[src/rtl/ifu_fetch_pkg.sv]
// ifu_fetch_pkg: state encodings, reset PC default and alignment helper for the fetch stage
package ifu_fetch_pkg;
  localparam logic [1:0] IFU_IDLE = 2'd0;
  localparam logic [1:0] IFU_WAIT = 2'd1;
  localparam logic [1:0] IFU_HOLD = 2'd2;
  localparam logic [31:0] IFU_RESET_PC = 32'h8000_0000;
  function automatic logic misaligned(input logic [1:0] lsb);
    return |lsb;
  endfunction
endpackage

[src/rtl/ifu_pc_reg.sv]
// ifu_pc_reg: program counter with reset, +4 advance and redirect-load priority
module ifu_pc_reg
  import ifu_fetch_pkg::*;
#(
  parameter int XLEN = 32,
  parameter logic [XLEN-1:0] RESET_PC = XLEN'(IFU_RESET_PC)
) (
  input  logic            clk,
  input  logic            rst,
  input  logic            redirect_i,
  input  logic [XLEN-1:0] redirect_pc_i,
  input  logic            advance_i,
  output logic [XLEN-1:0] pc_o
);
  logic [XLEN-1:0] pc_q, pc_d;
  always_comb pc_d = redirect_i ? redirect_pc_i : advance_i ? pc_q + XLEN'(4) : pc_q;
  always_ff @(posedge clk) pc_q <= !rst ? RESET_PC : pc_d;
  assign pc_o = pc_q;
endmodule

[src/rtl/ifu_fetch.sv]
// ifu_fetch: instruction fetch stage with one outstanding read, buffered output and redirect squash
module ifu_fetch
  import ifu_fetch_pkg::*;
#(
  parameter int XLEN = 32,
  parameter logic [XLEN-1:0] RESET_PC = XLEN'(IFU_RESET_PC)
) (
  input  logic            clk,
  input  logic            rst,
  output logic            req_valid,
  input  logic            req_ready,
  output logic [XLEN-1:0] req_addr,
  input  logic            resp_valid,
  input  logic [XLEN-1:0] resp_data,
  input  logic            resp_err,
  output logic            out_valid,
  input  logic            out_ready,
  output logic [XLEN-1:0] out_instr,
  output logic [XLEN-1:0] out_pc,
  output logic            out_err,
  input  logic            redirect_valid,
  input  logic [XLEN-1:0] redirect_pc
);
  logic [1:0] state_q, state_d;
  logic drop_q, drop_d, err_q, err_d;
  logic [XLEN-1:0] instr_q, instr_d, bpc_q, bpc_d, pc;
  logic req_hs, capture, advance;
  assign req_valid = rst && state_q == IFU_IDLE;
  assign req_addr  = pc;
  assign out_valid = rst && state_q == IFU_HOLD && !redirect_valid;
  assign out_instr = instr_q;
  assign out_pc    = bpc_q;
  assign out_err   = err_q;
  assign req_hs    = req_valid && req_ready;
  assign capture   = state_q == IFU_WAIT && resp_valid && !drop_q && !redirect_valid;
  assign advance   = out_valid && out_ready;
  ifu_pc_reg #(.XLEN(XLEN), .RESET_PC(RESET_PC)) u_pc (
    .clk(clk), .rst(rst), .redirect_i(redirect_valid), .redirect_pc_i(redirect_pc),
    .advance_i(advance), .pc_o(pc)
  );
  always_comb begin
    state_d = redirect_valid ? ((req_hs || (state_q == IFU_WAIT && !resp_valid)) ? IFU_WAIT : IFU_IDLE)
            : state_q == IFU_IDLE ? (req_hs ? IFU_WAIT : IFU_IDLE)
            : state_q == IFU_WAIT ? (resp_valid ? (drop_q ? IFU_IDLE : IFU_HOLD) : IFU_WAIT)
            : (state_q == IFU_HOLD && !out_ready) ? IFU_HOLD : IFU_IDLE;
    drop_d  = (state_q == IFU_WAIT && resp_valid) ? 1'b0
            : (redirect_valid && (req_hs || state_q == IFU_WAIT)) ? 1'b1 : drop_q;
    instr_d = capture ? resp_data : instr_q;
    bpc_d   = capture ? pc : bpc_q;
    err_d   = capture ? (resp_err || misaligned(pc[1:0])) : err_q;
  end
  always_ff @(posedge clk)
    if (!rst) begin
      state_q <= IFU_IDLE;
      drop_q  <= 1'b0;
      instr_q <= '0;
      bpc_q   <= '0;
      err_q   <= 1'b0;
    end else begin
      state_q <= state_d;
      drop_q  <= drop_d;
      instr_q <= instr_d;
      bpc_q   <= bpc_d;
      err_q   <= err_d;
    end
`ifdef IFU_ABORT_EN
`ifndef ABORT
`define ABORT 0
`endif
  function automatic void ebreak(input int station, input int inst);
    $display("ifu_fetch: fault pc=%h", inst);
  endfunction
  always_ff @(posedge clk)
    if (rst) begin
      if (capture && resp_err) ebreak(`ABORT, int'(pc));
      if (redirect_valid && misaligned(redirect_pc[1:0])) ebreak(`ABORT, int'(redirect_pc));
    end
`endif
endmodule

[config.mk]
export PLATFORM = sky130hd
export DESIGN_NAME = ifu_fetch
export DESIGN_NICKNAME = d
export VERILOG_FILES = /design/src/rtl/ifu_fetch_pkg.sv /design/src/rtl/ifu_pc_reg.sv /design/src/rtl/ifu_fetch.sv
export SDC_FILE = /design/constraint.sdc
export NUM_CORES = 1
export LEC_CHECK = 0
export ABC_AREA = 1
export CAP_MARGIN = 20
export CORE_ASPECT_RATIO = 1.75
export CORE_MARGIN = 3
export CORE_UTILIZATION = 50
export DETAILED_ROUTE_END_ITERATION = 12
export PLACE_DENSITY = 0.86
export SETUP_SLACK_MARGIN = 0.05
export SLEW_MARGIN = 20
export SYNTH_ARGS = -nofsm -noshare
export SYNTH_HDL_FRONTEND = slang
export SYNTH_HIERARCHICAL = 1
export SYNTH_SLANG_ARGS = --single-unit
[constraint.sdc]
create_clock -name clk -period 6.6 [get_ports clk]
set_input_delay 1.98 -clock clk [delete_from_list [all_inputs] [get_ports clk]]
set_output_delay 1.98 -clock clk [all_outputs]
set_load 0.01 [all_outputs]
# [Word level (Yosys, flattened, before mapping)]
# Cells that the tools add are included.
[op_classes] n_addsub=1 n_eq_ne=2 muxes=10 n_bitwise=1 n_reduce_logical=22
[op_table] op="$mux 32" count=2
[op_table] op="$add 32x3->32 const B" count=1
[op_table] op="$mux 2" count=6
[op_table] op="$logic_and 1x1->1" count=11
[op_table] op="$logic_not 1->1" count=4
[op_table] op="$reduce_or 2->1" count=2
[op_table] op="$logic_or 1x1->1" count=3
[op_table] op="$eq 2x1->1 const B" count=1
[op_table] op="$eq 2x2->1 const B" count=1
[op_table] op="$logic_not 2->1" count=1
[op_table] op="$mux 1" count=2
[op_table] op="$reduce_bool 2->1" count=1
[op_table] op="$not 1->1" count=1
[totals] ff_bits=100 in_bits=71 out_inout_bits=99

# [Logic depth before layout (Yosys ltp)]
# Gate-level depths: netlist of the first run.
[logic_depth] ltp_word=6 mapped_depth=11

# [Hierarchy]
# Netlist of the first run, hierarchy kept.
[by_module_without_submodules] mod="ifu_fetch" n_inst=1 cells_each=319 area_each_um2=2941.6 seq_area_each_um2=1361.3
[by_module_without_submodules] mod="ifu_pc_reg" n_inst=1 cells_each=336 area_each_um2=2095.8 seq_area_each_um2=640.6

# [Least setup slack after synthesis of the first run]
# No wires, ideal clock.
[synth_timing] path_kind="input to output" from="input port redirect_valid" to="output port out_valid" t_arrival_ps=2694 required_time_ps=4620 slack_ps=1926 cell_stages=4 cell_sequence="inv_1 clkbuf_1 nand2_1 nor3_1"
[synth_via] elab_chain_cells=2
[synth_rtl] item="start: declaration" line_no="ifu_fetch.sv:21" text="input logic redirect_valid,"
[synth_rtl] item="$logic_not 1->1" line_no="ifu_fetch.sv:30" text="assign out_valid = rst && state_q == IFU_HOLD && !redirect_valid;"
[synth_rtl] item="$logic_and 1x1->1" line_no="ifu_fetch.sv:30"
[synth_rtl] item="end: declaration" line_no="ifu_fetch.sv:16" text="output logic out_valid,"
# No other way between the ends.

# [Final worst setup path of the first run]
[layout_timing] from="input port rst" to="output port out_valid"
[layout_via] elab_chain_cells=2
[layout_rtl] item="start: declaration" line_no="ifu_fetch.sv:9" text="input logic rst,"
[layout_rtl] item="$logic_and 1x1->1 (2 in series)" line_no="ifu_fetch.sv:30"
# No other way between the ends.

==> results of run 1 <==
==> area by class of cell <==
class	instances	area, µm²
Fill cell	786	2680
Inverter	31	116
Clock buffer	11	233
Sequential cell	100	2000
Multi-Input combinational cell	486	2670
Tap cell	122	153
Timing Repair Buffer	175	1740
Clock inverter	4	48.8
==> cells in the mapped netlist, types with 6 or more instances <==
cell      count  area [µm²]
a21oi_2      41         359
nand3_2      40         400
a22oi_1      20         150
nand3_1      47         235
clkbuf_1     15        56.3
buf_6         6        67.6
buf_2        11        55.1
nor2_1       52         195
o21ai_0       8        40.0
a21oi_1      51         255
dfxtp_1     100        2000
inv_1        30         113
nand2_1     180         676
nor2_2        6        37.5
xnor2_1       7        61.3
==> report_power, final <==
group	switching [mW]	leakage (nW)	internal (mW)	total [mW]
combinational	0.0800	1.27	0.0853	0.165
clock	0.222	0.140	0.292	0.514
sequential	0.0280	0.813	0.620	0.648
==> critical path, delay by kind of cell <==
family,cells,cell delay (ns)
buffers and inverters,3,1.19
and+or+nand+nor,2,0.26
==> metal layers <==
layer  share of wire  vias up  GRT usage  wire length (µm)
li1                -     2473          -                 -
met1            0.36     2387      0.293              5700
met2            0.53      218      0.499              8460
met3           0.078       35     0.0774              1240
met4           0.033        0      0.117               518
met5               0        -          0                 0
==> worst max-delay path by stage <==
stage | startpoint | to | cells after the start
3_5_place_dp | rst | out_valid | 5
2_1_floorplan | redirect_valid | out_valid | 4
4_1_cts | rst | out_valid | 5
5_1_grt | rst | out_valid | 5
6_report | rst | out_valid | 5
3_3_place_gp | rst | out_valid | 5
==> state kept, by name, indices dropped and copies added (netlist names) <==
signal and count:
out_err 1, out_instr 32, u_pc/pc_o 32, state_q 2, out_pc 32, drop_q 1
==> cell families (layout without fill, tap and decap cells) <==
group           count (synthesis)  count (layout)  synth area share
compound gates                130             130             0.173
flops                         100             100             0.397
simple gates                  344             344             0.334
buf+inv                        69             221            0.0735
fa+ha+maj                       1               1           0.00248
xor+xnor                       11              11            0.0191
==> per-stage QoR <==
step / area, µm² / total power, mW / util / worst slack, ns / hold slack (ns)
6_report: 6960 / 1.33 / 0.722 / 1.18 / 0.462
5_1_grt: 6960 / 1.37 / 0.722 / 1.10 / 0.486
4_1_cts: 6960 / 1.33 / 0.721 / 1.19 / 0.465
3_5_place_dp: 6680 / 0.824 / 0.692 / 1.19 / 0.454
3_3_place_gp: 6680 / 0.822 / 0.692 / 1.20 / 0.441
2_1_floorplan: 5040 / 0.730 / - / 1.93 / 0.433
==> results.yml, run 1 <==
critical_path:
  crit_fanout: 12
  reg2reg_to: "u_pc/pc_o[7]$_SDFFE_PN0N_"
  rr_startpoint: "state_q[1]$_SDFF_PP0_"
  critPathCaptureType: "output pin"
  worstSetupPathType: "input pin to output pin"
  cp_slowest_cell: "clkdlybuf4s50_1"
  reg2regPathDepth: 8
  cp_data_required_time_ns: 4.62
  r2r_setup_slack_ns: 3.84
  start_kind: "input pin"
  cpMostUsedCell: "clkdlybuf4s50_1"
  crit_chain: "clkdlybuf4s50_1, buf_4, nand2_1, nor3_1, clkdlybuf4s50_1"
  cpPeakStageDelay_ns: 0.56
  crit_arrival_ns: 3.44
placement:
  dpl.hpwl_um: 11400
  io_buffers: 169
  place_congestion: 0.918
  place_inst: 914
finish:
  nNetsFinal: 875
  fin_cells: 929
  final_common_cell: "nand2_1"
  diodes: 0
  area_growth_pct: 38.2
  layout_common_cells: "179 x nand2_1, 169 x clkdlybuf4s50_1, 100 x dfxtp_1, 52 x nor2_1, 51 x a21oi_1"
  drive_gt1_frac: 0.149
clock_tree:
  htreeDepth: 3
  cts_made_buffers: 9
  cts_buffer_depth: 2
  cts_sinks: 100
  hold_buffers: 0
  root_buffer: "clkbuf_16"
  clk-insertion-delay-late_ns: 0.34
  cts_tree: "yes"
  postCtsSetupBuffers: 0
  clk_pin_slew_ns: 0.07
  ctsResizeCount: 0
timing:
  slew_headroom: 0.266
  finalCritPeriodShare: 0.822
  drv_slew: 0
  rsz0062_at_grt: "no"
  fin_skew_ns: 0.00529
  fin_setup_tns_ns: 0
  worstMarginPinSlew_ns: 1.10
  hold_violations: 0
  fmax_ghz: 0.184
  finalSetupViolations: 0
  post-route-min-period_ns: 5.42
floorplan:
  io_pins: 170
  chipHeight_um: 139
  rows: 47
  fp.dieW_um: 81.9
  die_area_mm2: 0.0114
  initial_utilization: 0.522
  coreArea_mm2: 0.00964
route:
  vias_per_cell: 5.50
  vias: 5113
  drtIter0Drc: 274
  antenna_left: 0
  first_pass_iters: 6
  routed_wirelength_um: 15900
  drc: 0
  wl_per_cell_um: 17.1
worst_hold_path:
  holdPathStages: 2
  holdPathEnd: "out_instr[2]$_SDFFE_PN0P_"
  hold_path_startpoint: "out_instr[2]$_SDFFE_PN0P_"
  hold_path_class: "register to register"
synthesis:
  synth_ff_type: "dfxtp_1"
  ys_ff_latch: 100
  synth_nets: 727
  postSynth.asyncResetShare: 0
  synth_area_mm2: 0.00504
  postSynthCellCount: 655
  syn_avg_cell_area_um2: 7.69
  ys_types: 30
  yosysWarningCount: 6
  synth_edf_count: 0
  ys_seq_area_frac: 0.397
global_routing:
  grt-ovfl-total: 0
  grt_util_all_layers: 0.279
  grt_pass1_wl_um: 24800
  grt_max_degree: 67
  grt_pass1_vias: 4982
  antenna_found_initial: 0
power_and_ir_drop:
  ir_drop_v: 0.000137
  leakage_nw: 2.22
  powerDensity_mw_per_mm2: 191
outcome:
  status: "finished, final reports clean"
job:
  drv_cap: 0
(Power assumes the default switching activity.)
==> inputs of run 2 (changes only) <==
- CORE_UTILIZATION: 50 -> 46
- PLACE_DENSITY: 0.86 -> 0.8
- clock period: 6.6 -> 5.6 ns (I/O delays scaled with it)
==> run 2 against run 1 <==
Net effect: register-to-register slack got worse by 1.2 ns; clock-buffer cell count did not move; final area rose by 0.36%; clock power rose by 21%; worst hold slack improved by 0.00076 ns; largest cell class unchanged.
==> results.yml, run 2 (synthesis results as in run 1) <==
finish:
  fin_cells: 936
  nFillCells: 898
  area_growth_pct: 38.7
  drive_gt1_frac: 0.151
  final_cell_area_mm2: 0.00699
  diodes: 0
  final_common_cell: "nand2_1"
  layout_common_cells: "179 x nand2_1, 169 x clkdlybuf4s50_1, 100 x dfxtp_1, 52 x nor2_1, 51 x a21oi_1"
  nNetsFinal: 876
clock_tree:
  root_buffer: "clkbuf_16"
  htreeDepth: 3
  cts_made_buffers: 9
  clk_pin_slew_ns: 0.07
  cts_tree: "yes"
  ctsResizeCount: 0
  cts_sinks: 100
  postCtsSetupBuffers: 0
  hold_buffers: 0
  cts_buffer_depth: 2
  clk-insertion-delay-late_ns: 0.34
global_routing:
  grt_pass1_vias: 5030
  met3_usage: 0.0353
  antenna_found_initial: 0
  busiest_layer: "met2"
  grt_pass1_wl_um: 25100
  use_met1: 0.288
  grt_util_all_layers: 0.255
  met2_usage: 0.464
  grt-ovfl-total: 0
  grt_max_degree: 67
placement:
  io_buffers: 169
  postPlaceCellArea_mm2: 0.00669
  place_congestion: 0.930
  dpl.hpwl_um: 11400
  place_inst: 920
timing:
  fmax_ghz: 0.208
  timing.hold.ws_ns: 0.463
  finalCritPeriodShare: 0.860
  worstMarginPinSlew_ns: 0.942
  finalSetupViolations: 0
  rsz0062_at_grt: "no"
  slew_headroom: 0.372
  hold_violations: 0
  drv_slew: 0
  post-route-min-period_ns: 4.81
  fin_setup_tns_ns: 0
  fin_skew_ns: 0.00669
power_and_ir_drop:
  p_comb_frac: 0.123
  leakage_nw: 2.22
  clkPwrFrac: 0.393
  seqPwrFrac: 0.484
  switching_share: 0.253
  p_int_mw: 1.18
  p_sw_mw: 0.400
  ir_drop_v: 0.000155
  powerDensity_mw_per_mm2: 226
floorplan:
  coreArea_mm2: 0.0105
  fp.dieW_um: 85.1
  initial_utilization: 0.480
  rows: 49
  chipHeight_um: 144
  die_area_mm2: 0.0123
  io_pins: 170
route:
  wl_per_cell_um: 17.0
  vias: 5187
  antenna_left: 0
  drtIter0Drc: 260
  vias_per_cell: 5.54
  first_pass_iters: 5
  drc: 0
  routed_wirelength_um: 15900
worst_hold_path:
  holdPathStages: 2
  hold_path_class: "register to register"
critical_path:
  cp_data_required_time_ns: 3.92
  crit_fanout: 3
  cp-startpoint: "rst"
  crit_path_end: "out_valid"
  reg2regPathDepth: 8
  r2r_setup_slack_ns: 2.68
  rr_startpoint: "state_q[1]$_SDFF_PP0_"
  critPathCaptureType: "output pin"
  start_kind: "input pin"
  reg2reg_to: "u_pc/pc_o[5]$_SDFFE_PN0N_"
  worstSetupPathType: "input pin to output pin"
  crit_arrival_ns: 3.13
job:
  drv_cap: 0
outcome:
  status: "finished, final reports clean"
## run 2: stage by stage
step	setup WS [ns]	total power, mW	utilization
final	0.785	1.58	0.666
after global placement	0.868	0.970	0.638
after global routing	0.702	1.64	0.666
after floorplan	1.53	0.860	-
after CTS	0.778	1.59	0.666
after detailed placement	0.785	0.973	0.638
## run 2: how the worst min path moves through the flow
stage,end,start
after global routing,out_instr[20]$_SDFFE_PN0P_,out_instr[20]$_SDFFE_PN0P_
after global placement,drop_q$_SDFFE_PP0P_,drop_q$_SDFFE_PP0P_
final,out_pc[31]$_SDFFE_PN0P_,out_pc[31]$_SDFFE_PN0P_
after floorplan,drop_q$_SDFFE_PP0P_,drop_q$_SDFFE_PP0P_
after CTS,out_instr[3]$_SDFFE_PN0P_,out_instr[3]$_SDFFE_PN0P_
after detailed placement,out_instr[3]$_SDFFE_PN0P_,out_instr[3]$_SDFFE_PN0P_
## run 2: power by group through the flow
stage                     registers [mW]  logic (mW)  clock network [mW]
after detailed placement           0.780       0.193                   0
final                              0.764       0.195               0.621
after floorplan                    0.777      0.0837                   0
after global routing               0.766       0.210               0.660
after CTS                          0.764       0.195               0.629
after global placement             0.780       0.190                   0
## run 2: critical path, stage by stage
cell and delay, ns:
clkdlybuf4s50_1 0.57, nand2_1 0.12, nor3_1 0.18, clkdlybuf4s50_1 0.58
## run 2: area by class of cell
class	count	area [µm²]	share of cell area
clock buffers	11	233	0.0333
flip-flops and latches	100	2000	0.287
inverters	31	116	0.0167
repair buffers	176	1740	0.250
multi-input cells	486	2670	0.383
well taps	127	159	0.0227
clock inverters	5	60.1	0.00860
## run 2: routing by layer
| layer | vias up | routed length [µm] |
|---|---|---|
| li1 | 2488 | - |
| met1 | 2400 | 5890 |
| met2 | 250 | 8390 |
| met3 | 49 | 1040 |
| met4 | 0 | 594 |
| met5 | - | 0 |
==> inputs of run 3 (changes only) <==
- ABC_CLOCK_PERIOD_IN_PS: unset -> 5600
==> results of run 3 <==
The final DEF is identical to that of run 2; final timing and power are the same.
